`src/rtl/axi4_stream_pkt_len_meter_if.sv`:
```
// AXI4-Stream interface bundle used by axi4_stream_pkt_len_meter.
//   master modport: drives tvalid/tdata/tkeep/tstrb/tid/tdest/tuser/tlast, samples tready
//   slave  modport: samples the payload signals, drives tready
interface axi4_stream_if #(
    parameter int DATA_WIDTH = 32,
    parameter int ID_WIDTH   = 1,
    parameter int DEST_WIDTH = 1,
    parameter int USER_WIDTH = 1
);
    logic                      tvalid;
    logic                      tready;
    logic [DATA_WIDTH-1:0]     tdata;
    logic [DATA_WIDTH/8-1:0]   tkeep;
    logic [DATA_WIDTH/8-1:0]   tstrb;
    logic [ID_WIDTH-1:0]       tid;
    logic [DEST_WIDTH-1:0]     tdest;
    logic [USER_WIDTH-1:0]     tuser;
    logic                      tlast;

    modport master (
        output tvalid, tdata, tkeep, tstrb, tid, tdest, tuser, tlast,
        input  tready
    );

    modport slave (
        input  tvalid, tdata, tkeep, tstrb, tid, tdest, tuser, tlast,
        output tready
    );
endinterface

```
`src/rtl/axi4_stream_pkt_len_meter.sv`:
```
// Packet length meter: forwards an AXI4-Stream through a registered two-entry
// skid stage and pushes one {oversize, byte_length} record per packet into a
// small FIFO exposed as a valid/ready sideband.
//   clk_i, rst_i       clock, synchronous active-high reset
//   max_pkt_size_i     oversize threshold, latched on each packet's first beat
//   pkt_i / pkt_o      input / output stream (identical widths)
//   len_data_o         head record byte length (saturating)
//   len_oversize_o     head record oversize flag
//   len_valid_o        head record present
//   len_ready_i        head record consumed
//   oversize_cnt_o     saturating count of oversize packets since reset
module axi4_stream_pkt_len_meter #(
    parameter int DATA_WIDTH     = 32,
    parameter int ID_WIDTH       = 1,
    parameter int DEST_WIDTH     = 1,
    parameter int USER_WIDTH     = 1,
    parameter int MAX_PKT_SIZE_B = 2048,
    parameter int PKT_SIZE_WIDTH = $clog2(MAX_PKT_SIZE_B),
    parameter int LEN_FIFO_DEPTH = 8
) (
    input  logic                    clk_i,
    input  logic                    rst_i,
    input  logic [PKT_SIZE_WIDTH:0] max_pkt_size_i,
    axi4_stream_if.slave            pkt_i,
    axi4_stream_if.master           pkt_o,
    output logic [PKT_SIZE_WIDTH:0] len_data_o,
    output logic                    len_oversize_o,
    output logic                    len_valid_o,
    input  logic                    len_ready_i,
    output logic [15:0]             oversize_cnt_o
);
    localparam int KEEP_W = DATA_WIDTH / 8;
    localparam int LEN_W  = PKT_SIZE_WIDTH + 1;
    localparam int CNT_W  = $clog2(KEEP_W) + 1;
    localparam int BEAT_W = DATA_WIDTH + 2 * KEEP_W + ID_WIDTH + DEST_WIDTH + USER_WIDTH + 1;
    localparam int AW     = $clog2(LEN_FIFO_DEPTH);
    localparam int PTR_W  = AW + 1;

    // ---------------------------------------------------------------- skid stage
    logic [BEAT_W-1:0] in_beat;
    logic [BEAT_W-1:0] main_q, main_d;
    logic [BEAT_W-1:0] skid_q, skid_d;
    logic              main_valid_q, main_valid_d;
    logic              skid_valid_q, skid_valid_d;
    logic              rdy_q, rdy_d;
    logic              full_q, empty_q;
    logic              in_ready;
    logic              in_fire;
    logic              out_free;

    assign in_beat = {pkt_i.tdata, pkt_i.tkeep, pkt_i.tstrb, pkt_i.tid,
                      pkt_i.tdest, pkt_i.tuser, pkt_i.tlast};

    // A tlast beat would push a record, so it is held off while the FIFO is full.
    assign in_ready    = rdy_q && !(full_q && pkt_i.tlast);
    assign pkt_i.tready = in_ready;
    assign in_fire     = pkt_i.tvalid && in_ready;

    assign pkt_o.tvalid = main_valid_q;
    assign {pkt_o.tdata, pkt_o.tkeep, pkt_o.tstrb, pkt_o.tid,
            pkt_o.tdest, pkt_o.tuser, pkt_o.tlast} = main_q;

    assign out_free = !main_valid_q || pkt_o.tready;

    // rdy_q mirrors "skid empty next cycle", so an accepted beat always has
    // either the main slot or the skid slot free to land in.
    always_comb begin
        main_d       = main_q;
        main_valid_d = main_valid_q;
        skid_d       = skid_q;
        skid_valid_d = skid_valid_q;
        if (out_free) begin
            if (skid_valid_q) begin
                main_d       = skid_q;
                main_valid_d = 1'b1;
                skid_valid_d = 1'b0;
            end else begin
                main_valid_d = in_fire;
                if (in_fire) begin
                    main_d = in_beat;
                end
            end
        end else if (in_fire) begin
            skid_d       = in_beat;
            skid_valid_d = 1'b1;
        end
        rdy_d = !skid_valid_d;
    end

    always_ff @(posedge clk_i) begin
        if (rst_i) begin
            main_q       <= '0;
            main_valid_q <= 1'b0;
            skid_q       <= '0;
            skid_valid_q <= 1'b0;
            rdy_q        <= 1'b0;
        end else begin
            main_q       <= main_d;
            main_valid_q <= main_valid_d;
            skid_q       <= skid_d;
            skid_valid_q <= skid_valid_d;
            rdy_q        <= rdy_d;
        end
    end

    // ---------------------------------------------------------------- length meter
    logic [CNT_W-1:0] beat_bytes;
    logic [LEN_W-1:0] acc_q, acc_base, acc_new;
    logic [LEN_W:0]   acc_sum;
    logic [LEN_W-1:0] max_q, eff_max;
    logic             first_q;
    logic             oversize_new;
    logic             push;
    logic [15:0]      ov_cnt_q;

    always_comb begin
        beat_bytes = '0;
        for (int unsigned i = 0; i < KEEP_W; i++) begin
            beat_bytes = beat_bytes + CNT_W'(pkt_i.tkeep[i] | pkt_i.tstrb[i]);
        end
    end

    assign acc_base = first_q ? '0 : acc_q;
    assign acc_sum  = {1'b0, acc_base} + (LEN_W + 1)'(beat_bytes);
    assign acc_new  = acc_sum[LEN_W] ? '1 : acc_sum[LEN_W-1:0];
    // On a single-beat packet the threshold has not been latched yet.
    assign eff_max      = first_q ? max_pkt_size_i : max_q;
    assign oversize_new = acc_new > eff_max;
    assign push         = in_fire && pkt_i.tlast;

    always_ff @(posedge clk_i) begin
        if (rst_i) begin
            acc_q    <= '0;
            max_q    <= '0;
            first_q  <= 1'b1;
            ov_cnt_q <= '0;
        end else if (in_fire) begin
            acc_q   <= acc_new;
            first_q <= pkt_i.tlast;
            if (first_q) begin
                max_q <= max_pkt_size_i;
            end
            if (push && oversize_new && (ov_cnt_q != 16'hFFFF)) begin
                ov_cnt_q <= ov_cnt_q + 16'd1;
            end
        end
    end

    assign oversize_cnt_o = ov_cnt_q;

    // ---------------------------------------------------------------- length FIFO
    logic [LEN_W:0]   mem [LEN_FIFO_DEPTH];
    logic [PTR_W-1:0] wr_q, wr_d, rd_q, rd_d;
    logic             full_d, empty_d;
    logic             pop;
    logic [LEN_W:0]   head;

    assign pop     = !empty_q && len_ready_i;
    assign wr_d    = wr_q + PTR_W'(push);
    assign rd_d    = rd_q + PTR_W'(pop);
    assign empty_d = (wr_d == rd_d);
    assign full_d  = (wr_d[AW-1:0] == rd_d[AW-1:0]) && (wr_d[AW] != rd_d[AW]);

    always_ff @(posedge clk_i) begin
        if (rst_i) begin
            wr_q    <= '0;
            rd_q    <= '0;
            full_q  <= 1'b0;
            empty_q <= 1'b1;
        end else begin
            wr_q    <= wr_d;
            rd_q    <= rd_d;
            full_q  <= full_d;
            empty_q <= empty_d;
        end
    end

    always_ff @(posedge clk_i) begin
        if (!rst_i && push) begin
            mem[wr_q[AW-1:0]] <= {oversize_new, acc_new};
        end
    end

    assign head           = mem[rd_q[AW-1:0]];
    assign len_valid_o    = !empty_q;
    assign len_data_o     = empty_q ? '0 : head[LEN_W-1:0];
    assign len_oversize_o = empty_q ? 1'b0 : head[LEN_W];
endmodule

```
`src/flat_wrapper.sv`:
```
// flat-port wrapper written by rule: the top's interface ports become plain ports
module axi4_stream_pkt_len_meter_flat 
#(
    parameter int DATA_WIDTH     = 32,
    parameter int ID_WIDTH       = 1,
    parameter int DEST_WIDTH     = 1,
    parameter int USER_WIDTH     = 1,
    parameter int MAX_PKT_SIZE_B = 2048,
    parameter int PKT_SIZE_WIDTH = $clog2(MAX_PKT_SIZE_B),
    parameter int LEN_FIFO_DEPTH = 8
)
  (clk_i, rst_i, max_pkt_size_i, len_data_o, len_oversize_o, len_valid_o, len_ready_i, oversize_cnt_o, pkt_i_tvalid, pkt_i_tdata, pkt_i_tkeep, pkt_i_tstrb, pkt_i_tid, pkt_i_tdest, pkt_i_tuser, pkt_i_tlast, pkt_i_tready, pkt_o_tvalid, pkt_o_tdata, pkt_o_tkeep, pkt_o_tstrb, pkt_o_tid, pkt_o_tdest, pkt_o_tuser, pkt_o_tlast, pkt_o_tready);
  axi4_stream_if #(.DATA_WIDTH(DATA_WIDTH), .ID_WIDTH(ID_WIDTH), .DEST_WIDTH(DEST_WIDTH), .USER_WIDTH(USER_WIDTH)) pkt_i_i ();
  axi4_stream_if #(.DATA_WIDTH(DATA_WIDTH), .ID_WIDTH(ID_WIDTH), .DEST_WIDTH(DEST_WIDTH), .USER_WIDTH(USER_WIDTH)) pkt_o_i ();
  input  logic clk_i;
  input  logic rst_i;
  input  logic [PKT_SIZE_WIDTH:0] max_pkt_size_i;
  output logic [PKT_SIZE_WIDTH:0] len_data_o;
  output logic len_oversize_o;
  output logic len_valid_o;
  input  logic len_ready_i;
  output logic [15:0] oversize_cnt_o;
  input wire logic [$bits(pkt_i_i.tvalid)-1:0] pkt_i_tvalid;
  input wire logic [$bits(pkt_i_i.tdata)-1:0] pkt_i_tdata;
  input wire logic [$bits(pkt_i_i.tkeep)-1:0] pkt_i_tkeep;
  input wire logic [$bits(pkt_i_i.tstrb)-1:0] pkt_i_tstrb;
  input wire logic [$bits(pkt_i_i.tid)-1:0] pkt_i_tid;
  input wire logic [$bits(pkt_i_i.tdest)-1:0] pkt_i_tdest;
  input wire logic [$bits(pkt_i_i.tuser)-1:0] pkt_i_tuser;
  input wire logic [$bits(pkt_i_i.tlast)-1:0] pkt_i_tlast;
  output wire logic [$bits(pkt_i_i.tready)-1:0] pkt_i_tready;
  output wire logic [$bits(pkt_o_i.tvalid)-1:0] pkt_o_tvalid;
  output wire logic [$bits(pkt_o_i.tdata)-1:0] pkt_o_tdata;
  output wire logic [$bits(pkt_o_i.tkeep)-1:0] pkt_o_tkeep;
  output wire logic [$bits(pkt_o_i.tstrb)-1:0] pkt_o_tstrb;
  output wire logic [$bits(pkt_o_i.tid)-1:0] pkt_o_tid;
  output wire logic [$bits(pkt_o_i.tdest)-1:0] pkt_o_tdest;
  output wire logic [$bits(pkt_o_i.tuser)-1:0] pkt_o_tuser;
  output wire logic [$bits(pkt_o_i.tlast)-1:0] pkt_o_tlast;
  input wire logic [$bits(pkt_o_i.tready)-1:0] pkt_o_tready;
  assign pkt_i_i.tvalid = pkt_i_tvalid;
  assign pkt_i_i.tdata = pkt_i_tdata;
  assign pkt_i_i.tkeep = pkt_i_tkeep;
  assign pkt_i_i.tstrb = pkt_i_tstrb;
  assign pkt_i_i.tid = pkt_i_tid;
  assign pkt_i_i.tdest = pkt_i_tdest;
  assign pkt_i_i.tuser = pkt_i_tuser;
  assign pkt_i_i.tlast = pkt_i_tlast;
  assign pkt_i_tready = pkt_i_i.tready;
  assign pkt_o_tvalid = pkt_o_i.tvalid;
  assign pkt_o_tdata = pkt_o_i.tdata;
  assign pkt_o_tkeep = pkt_o_i.tkeep;
  assign pkt_o_tstrb = pkt_o_i.tstrb;
  assign pkt_o_tid = pkt_o_i.tid;
  assign pkt_o_tdest = pkt_o_i.tdest;
  assign pkt_o_tuser = pkt_o_i.tuser;
  assign pkt_o_tlast = pkt_o_i.tlast;
  assign pkt_o_i.tready = pkt_o_tready;
  axi4_stream_pkt_len_meter #(.DATA_WIDTH(DATA_WIDTH), .ID_WIDTH(ID_WIDTH), .DEST_WIDTH(DEST_WIDTH), .USER_WIDTH(USER_WIDTH), .MAX_PKT_SIZE_B(MAX_PKT_SIZE_B), .PKT_SIZE_WIDTH(PKT_SIZE_WIDTH), .LEN_FIFO_DEPTH(LEN_FIFO_DEPTH)) u_core (.clk_i(clk_i), .rst_i(rst_i), .max_pkt_size_i(max_pkt_size_i), .pkt_i(pkt_i_i), .pkt_o(pkt_o_i), .len_data_o(len_data_o), .len_oversize_o(len_oversize_o), .len_valid_o(len_valid_o), .len_ready_i(len_ready_i), .oversize_cnt_o(oversize_cnt_o));
endmodule
```
`config.mk`:
```
export PLATFORM = sky130hd
export DESIGN_NAME = axi4_stream_pkt_len_meter_flat
export DESIGN_NICKNAME = d
export VERILOG_FILES = /design/src/rtl/axi4_stream_pkt_len_meter_if.sv /design/src/rtl/axi4_stream_pkt_len_meter.sv /design/src/flat_wrapper.sv
export SDC_FILE = /design/constraint.sdc
export NUM_CORES = 1
export LEC_CHECK = 0
export BUFFER_PORTS_ARGS = -buffer_cell sky130_fd_sc_hd__buf_4
export CORE_ASPECT_RATIO = 0.7
export CORE_UTILIZATION = 60
export CTS_BUF_LIST = sky130_fd_sc_hd__clkbuf_16
export CTS_CLUSTER_SIZE = 8
export DETAILED_ROUTE_END_ITERATION = 12
export GPL_ROUTABILITY_DRIVEN = 1
export GPL_TIMING_DRIVEN = 0
export MAX_ROUTING_LAYER = met4
export PLACE_DENSITY = 0.86
export REMOVE_ABC_BUFFERS = 1
export SETUP_SLACK_MARGIN = 0.4
export SLEW_MARGIN = 0
export SYNTH_ARGS = -nofsm -noshare
export SYNTH_HDL_FRONTEND = slang
export SYNTH_SLANG_ARGS = --single-unit
```
`constraint.sdc`:
```
create_clock -name clk_i -period 15 [get_ports clk_i]
set_input_delay 1.5 -clock clk_i [delete_from_list [all_inputs] [get_ports clk_i]]
set_output_delay 1.5 -clock clk_i [all_outputs]
set_load 0.01 [all_outputs]
```
### Word level (Yosys, flattened, before mapping)

Memory sizes are Yosys's and may differ from the RTL's. A register that Yosys moved wholly into a read port is not among the register bits.
Index checks and enable logic that the tools add are counted.

| operators by class | value |
|---|---|
| mux-type cells | 13 |
| add/sub/neg operators | 7 |
| $lt $le $gt $ge | 1 |
| shifts and indexed selects | 0 |
| reduce and logical (&&, ||, !) cells | 19 |
| divide/modulo/power cells | 0 |
| bitwise gates (word level) | 5 |
| $mul | 0 |
| eq/ne operators | 4 |

Operators with widths:

| kind | number |
|---|---|
| two-way mux 44 bit | 2 |
| two-way mux 12 bit | 4 |
| adder 16 x 1 -> 16 bit, second input constant | 1 |
| != test 16 bit, second input constant | 1 |
| adder 12 x 3 -> 13 bit | 1 |
| greater-than comparator 12 bit | 1 |
| adder 3 bit | 3 |
| logical AND 1 bit | 9 |
| adder 4 x 1 -> 4 bit | 2 |
| two-way mux 1 bit | 6 |
| AND reduction 2 bit | 3 |
| zero test 1 bit | 5 |
| == test 4 bit | 1 |
| OR 1 bit | 4 |
| == test 3 bit | 1 |
| two-way mux 3 bit | 1 |
| nonzero test 2 bit | 1 |
| logical OR 1 bit | 1 |
| != test 1 bit | 1 |
| inverter 1 bit | 1 |

| word-level totals | value |
|---|---|
| bits in read-only memories | 0 |
| latch bits | 0 |
| output and inout bits | 76 |
| memories kept | 1 |
| memory bits (writable) | 104 |
| flip-flop bits (word level) | 142 |

Memories:

| memory | depth | bits a word | read ports | clocked after Yosys merged registers in | wr ports | RTL line | text |
|---|---|---|---|---|---|---|---|
| u_core.mem | 8 | 13 | 1 | 1 | 1 | axi4_stream_pkt_len_meter.sv:152 | `logic [LEN_W:0] mem [LEN_FIFO_DEPTH];` |

### Logic depth before layout (Yosys ltp)

| depth | value |
|---|---|
| word-level depth | 10 |
| gate-level depth with buffers | 19 |

### Worst setup path before layout

Ideal clock, no wire load.

| timing path | value |
|---|---|
| path kind | input port to flip-flop |
| from | input pkt_i_tstrb[3] |
| to | memory u_core.mem[0][12] (netlist bit), data pin |
| arrival time | 5.949 ns |
| stages on the path | 17 |
| path slack | 8.782 ns |
| buffers on the path | 2 |
| setup time | 0.270 ns |
| cell sequence | or2_2 fa_1 ha_1 ha_1 ha_1 a21o_1 a21oi_1 nor2b_1 xnor2_1 o21ai_0 ha_1 and2_1 a221o_1 a2111oi_4 buf_6 buf_12 nor2_1 |

| between the ends | value |
|---|---|
| word-level cells in the longest chain between the ends | 5 |

Ends and longest elaborated chain:

| what | RTL line | text |
|---|---|---|
| start: declaration | flat_wrapper.sv:26 | `input wire logic [$bits(pkt_i_i.tstrb)-1:0] pkt_i_tstrb;` |
| OR 1 bit | axi4_stream_pkt_len_meter.sv:119 | `beat_bytes = beat_bytes + CNT_W'(pkt_i.tkeep[i] \| pkt_i.tstrb[i]);` |
| adder 3 bit | axi4_stream_pkt_len_meter.sv:119 |  |
| adder 12 x 3 -> 13 bit | axi4_stream_pkt_len_meter.sv:124 | `assign acc_sum = {1'b0, acc_base} + (LEN_W + 1)'(beat_bytes);` |
| two-way mux 12 bit | axi4_stream_pkt_len_meter.sv:125 | `assign acc_new = acc_sum[LEN_W] ? '1 : acc_sum[LEN_W-1:0];` |
| via u_core.acc_new[7] | axi4_stream_pkt_len_meter.sv:108 | `logic [LEN_W-1:0] acc_q, acc_base, acc_new;` |
| greater-than comparator 12 bit | axi4_stream_pkt_len_meter.sv:128 | `assign oversize_new = acc_new > eff_max;` |
| via u_core.oversize_new | axi4_stream_pkt_len_meter.sv:112 | `logic oversize_new;` |
| end: declaration | axi4_stream_pkt_len_meter.sv:152 |  |

The timed path passes the listed nets, and every way through them passes these cells.

### Worst setup path in the final report

| timing path | value |
|---|---|
| from | input pkt_i_tstrb[3] |
| to | register u_core.ov_cnt_q[11] (netlist: u_core.oversize_cnt_o[11]) |

| between the ends | value |
|---|---|
| word-level cells in the longest chain between the ends | 8 |

Ends and longest elaborated chain:

| what | RTL line | text |
|---|---|---|
| OR 1 bit | axi4_stream_pkt_len_meter.sv:119 |  |
| adder 3 bit | axi4_stream_pkt_len_meter.sv:119 |  |
| adder 12 x 3 -> 13 bit | axi4_stream_pkt_len_meter.sv:124 |  |
| two-way mux 12 bit | axi4_stream_pkt_len_meter.sv:125 |  |
| via u_core.acc_new[7] | axi4_stream_pkt_len_meter.sv:108 |  |
| greater-than comparator 12 bit | axi4_stream_pkt_len_meter.sv:128 |  |
| logical AND 1 bit (2 in series) | axi4_stream_pkt_len_meter.sv:143 | `if (push && oversize_new && (ov_cnt_q != 16'hFFFF)) begin` |
| AND reduction 2 bit (no line) | -- |  |
| end signal: assignment | axi4_stream_pkt_len_meter.sv:144 | `ov_cnt_q <= ov_cnt_q + 16'd1;` |
| end: declaration | axi4_stream_pkt_len_meter.sv:114 | `logic [15:0] ov_cnt_q;` |

The timed path passes the listed nets, and every way through them passes these cells.
A chain may end at the register's enable or synchronous reset.

==> flow_summary.json <==
{
  "synthTopCellsByCount": "142 x sky130_fd_sc_hd__dfxtp_1, 107 x sky130_fd_sc_hd__nand2_1, 106 x sky130_fd_sc_hd__nor2_1, 104 x sky130_fd_sc_hd__edfxtp_1, 69 x sky130_fd_sc_hd__mux2i_1",
  "startpoint_type": "input port",
  "ys_seq_area_share_pct": 56.5,
  "seq_power_share_pct": 46.3,
  "synth_area_leaders": "sky130_fd_sc_hd__edfxtp_1 30%, sky130_fd_sc_hd__dfxtp_1 27%, sky130_fd_sc_hd__mux2i_1 6.5%",
  "period_needed_ns": 7.32,
  "rows": 40,
  "comb_power_share_pct": 8.5,
  "fp.dieArea_sq_um": 18100,
  "synthesis.yosys.warnings": 0,
  "netlist_instances": 922,
  "tritoncts_num_sinks": 246,
  "worstPathArrival_ns": 7.70,
  "synth.most_common_cell": "sky130_fd_sc_hd__dfxtp_1",
  "ff2ff_setup_slack_ns": 8.70,
  "first_global_vias": 7330,
  "report.final.slew_viol_count": 0,
  "cap_viol_max_count": 0,
  "ir_drop_v": 0.0000777,
  "final_net_count": 1131,
  "drtIter0Drc": 612,
  "layout.area.seq_sq_um": 5970,
  "switching_share_pct": 22.3,
  "place.port_buffers": 136,
  "timing_worst_setup_path_type": "input port to register",
  "final-instance-count-excl-fill": 1292,
  "clkLatencyLatePin_ns": 0.50,
  "synth_async_sr_flop_share_pct": 0,
  "met2_length_microns": 11400,
  "grt.overflow.total": 0,
  "clock_root_cell": "sky130_fd_sc_hd__clkbuf_16",
  "total_power_mw": 1.58,
  "finalHoldViolations": 0,
  "worst_hold_check_slack_ns": 0.453,
  "critical_path.most_common_cell": "sky130_fd_sc_hd__ha_1",
  "number_of_distinct_library_cells_after_synthesis": 60,
  "leakage_nw": 4.75,
  "synthFlopType": "sky130_fd_sc_hd__dfxtp_1",
  "clockBufferDepth": 3,
  "detailroute.via_count": 7498,
  "power.density_cell_area_nw_per_um2": 123,
  "placed_cells": 1238,
  "chipHeight_microns": 113,
  "setup_violations": 0,
  "cts_setup_buffers": 0,
  "total_routing_resource_utilization_after_global_routing_pct": 26.9,
  "max_freq_ghz": 0.137,
  "end_kind": "register",
  "setup_repair_after_global_routing_missed_its_margin": "no",
  "netlist.area_leader.share_pct": 29.6,
  "utilization_pct": 74.9,
  "drt-pass1-iter-count": 5,
  "final_layout_size_suffix_gt1_share_pct": 23.6,
  "wl_per_cell_microns": 18.1,
  "coreArea_sq_um": 17200,
  "cts-htree-levels": 2,
  "clk_pin_slew_worst_paths_ns": 0.05,
  "slowest_delay_ns": 1.03,
  "cts_made_buffers": 36,
  "initial_utilization_pct": 61.5,
  "dpl.hpwl_microns": 14800,
  "synth-edff-count": 104,
  "worstHoldPathType": "register to register",
  "flow.area_growth_from_synthesis_pct": 21.7,
  "multiInputGateArea_sq_um": 4340,
  "crit_path_top_delay_cell": "sky130_fd_sc_hd__o21ai_0",
  "synth_area_sq_um": 10600,
  "grt_max_degree": 76,
  "net-switching-power_mw": 0.352,
  "pwr-share-clk_pct": 45.3,
  "timing.clock.skew_ns": 0.0206,
  "wl_met1_microns": 10300,
  "avgSynthCellArea_sq_um": 11.5,
  "total_routed_length_microns": 23400,
  "vias_per_cell": 5.80,
  "floorplan.die.width_microns": 161,
  "postRouteAntennaNets": 0,
  "drc": 0,
  "antenna_found_initial": 0,
  "top_signal_layer_used": "met4",
  "antennaDiodeCount": 0,
  "crit_required_ns": 15.37,
  "cts_tree": "built",
  "pin_count": 137,
  "fin_tns_setup_ns": 0,
  "globalplace.congestion": 0.799,
  "synthDominantAreaCellType": "sky130_fd_sc_hd__edfxtp_1",
  "final_period_util_pct": 48.8,
  "worstPathCellList": "buf_4, or2_2, fa_1, ha_1, ha_1, ha_1, a21o_1, a21oi_1, nor2b_1, xnor2_1, o21ai_0, ha_1, and2_1, a221o_1, a2111oi_4, buf_6, nor3_2, mux2_4",
  "power.internal_mw": 1.23,
  "worst-path-max-fanout": 16,
  "relSlewSlack_pct": 9.15,
  "grt_pass1_wl_microns": 37500,
  "outcome": "complete, no violations",
  "cts.hold.buffers_added": 0,
  "num-fill-cells": 1136,
  "ffs_latches_synth": 246,
  "route.met3.wl_microns": 1260,
  "number_of_gates_resized_after_cts": 0,
  "worst_slew_pin_slew_ns": 1.35
}
kinds of logic (layout without fill, tap and decap cells):
kind of cell,count (synthesis),count (layout),synth area share [%]
and+or+nand+nor,307,307,13.6
buffers and inverters,67,206,2.90
DFF,246,246,56.5
muxes,99,99,12.6
adders and majority gates,24,24,2.99
xor gates and xnor gates,15,15,1.24
AOI/OAI and AO/OA,164,164,10.2
sequential cells by signal, indices dropped and copies added, names as in the netlist:
signal	count
u_core.oversize_cnt_o	16
u_core.first_q	1
u_core.wr_q	4
u_core.mem	104
u_core.full_q	1
u_core.skid_q	44
u_core.skid_valid_q	1
u_core.rdy_q	1
u_core.max_q	12
u_core.acc_q	12
u_core.main_q	44
u_core.empty_q	1
u_core.rd_q	4
u_core.pkt_o.tvalid	1
cells in the final DEF (no fill, tap or decap), types with 12 or more instances in the layout:
master	instances
sky130_fd_sc_hd__dfxtp_1	140
sky130_fd_sc_hd__buf_4	136
sky130_fd_sc_hd__nand2_1	106
sky130_fd_sc_hd__edfxtp_1	104
sky130_fd_sc_hd__nor2_1	103
sky130_fd_sc_hd__mux2i_1	69
sky130_fd_sc_hd__a21oi_1	68
sky130_fd_sc_hd__a211oi_1	56
sky130_fd_sc_hd__clkbuf_16	38
sky130_fd_sc_hd__mux4_2	26
sky130_fd_sc_hd__ha_1	22
sky130_fd_sc_hd__inv_1	18
sky130_fd_sc_hd__nor2b_1	16
sky130_fd_sc_hd__nand3_1	12
power groups by stage:
stage	Sequential, mW	Combinational, mW	Clock, mW
floorplan	0.746	0.0645	0
global placement	0.745	0.122	0
detailed placement	0.743	0.133	0
CTS	0.730	0.134	0.725
global route	0.731	0.146	0.758
finish	0.730	0.134	0.714
worst max-delay path: cells and delay by family:
| family | cells | cell delay [ns] |
|---|---|---|
| compound gates | 5 | 2.92 |
| xor+xnor | 1 | 0.15 |
| fa+ha+maj | 5 | 1.76 |
| buf+inv | 2 | 0.38 |
| mux | 1 | 0.31 |
| simple gates | 4 | 0.69 |
through the flow:
stage / area, sq um / setup WS, ns
2_1_floorplan: 10300 / 8.28
3_3_place_gp: 11600 / 7.00
3_5_place_dp: 11800 / 6.87
4_1_cts: 12800 / 7.31
5_1_grt: 12900 / 7.44
6_report: 12900 / 7.68
worst paths after layout:
kind                            cells after the start        startpoint                   endpoint
worst max-delay path                               18    pkt_i_tstrb[3]  u_core.oversize_cnt_o[11]
worst min-delay path                                2  u_core.skid_q[6]           u_core.skid_q[6]
worst max register to register                     14    u_core.first_q  u_core.oversize_cnt_o[11]
worst min register to register                      2  u_core.skid_q[6]           u_core.skid_q[6]
final cells by class:
class | instances | area share [%]
inverters | 5 | 0.146
repair buffers | 148 | 9.52
flip-flops and latches | 246 | 46.4
well taps | 231 | 2.25
multi-input cells | 609 | 33.7
clock inverters | 15 | 0.535
clock buffers | 38 | 7.40
per-layer routing:
metal / vias to the layer above / track usage (%)
met2: 234 / 42.8
li1: 3614 / -
met1: 3612 / 36.0
met4: 0 / 8.13
met5: - / -
met3: 38 / 4.18
Note: power is estimated with default switching activity, not from simulation.
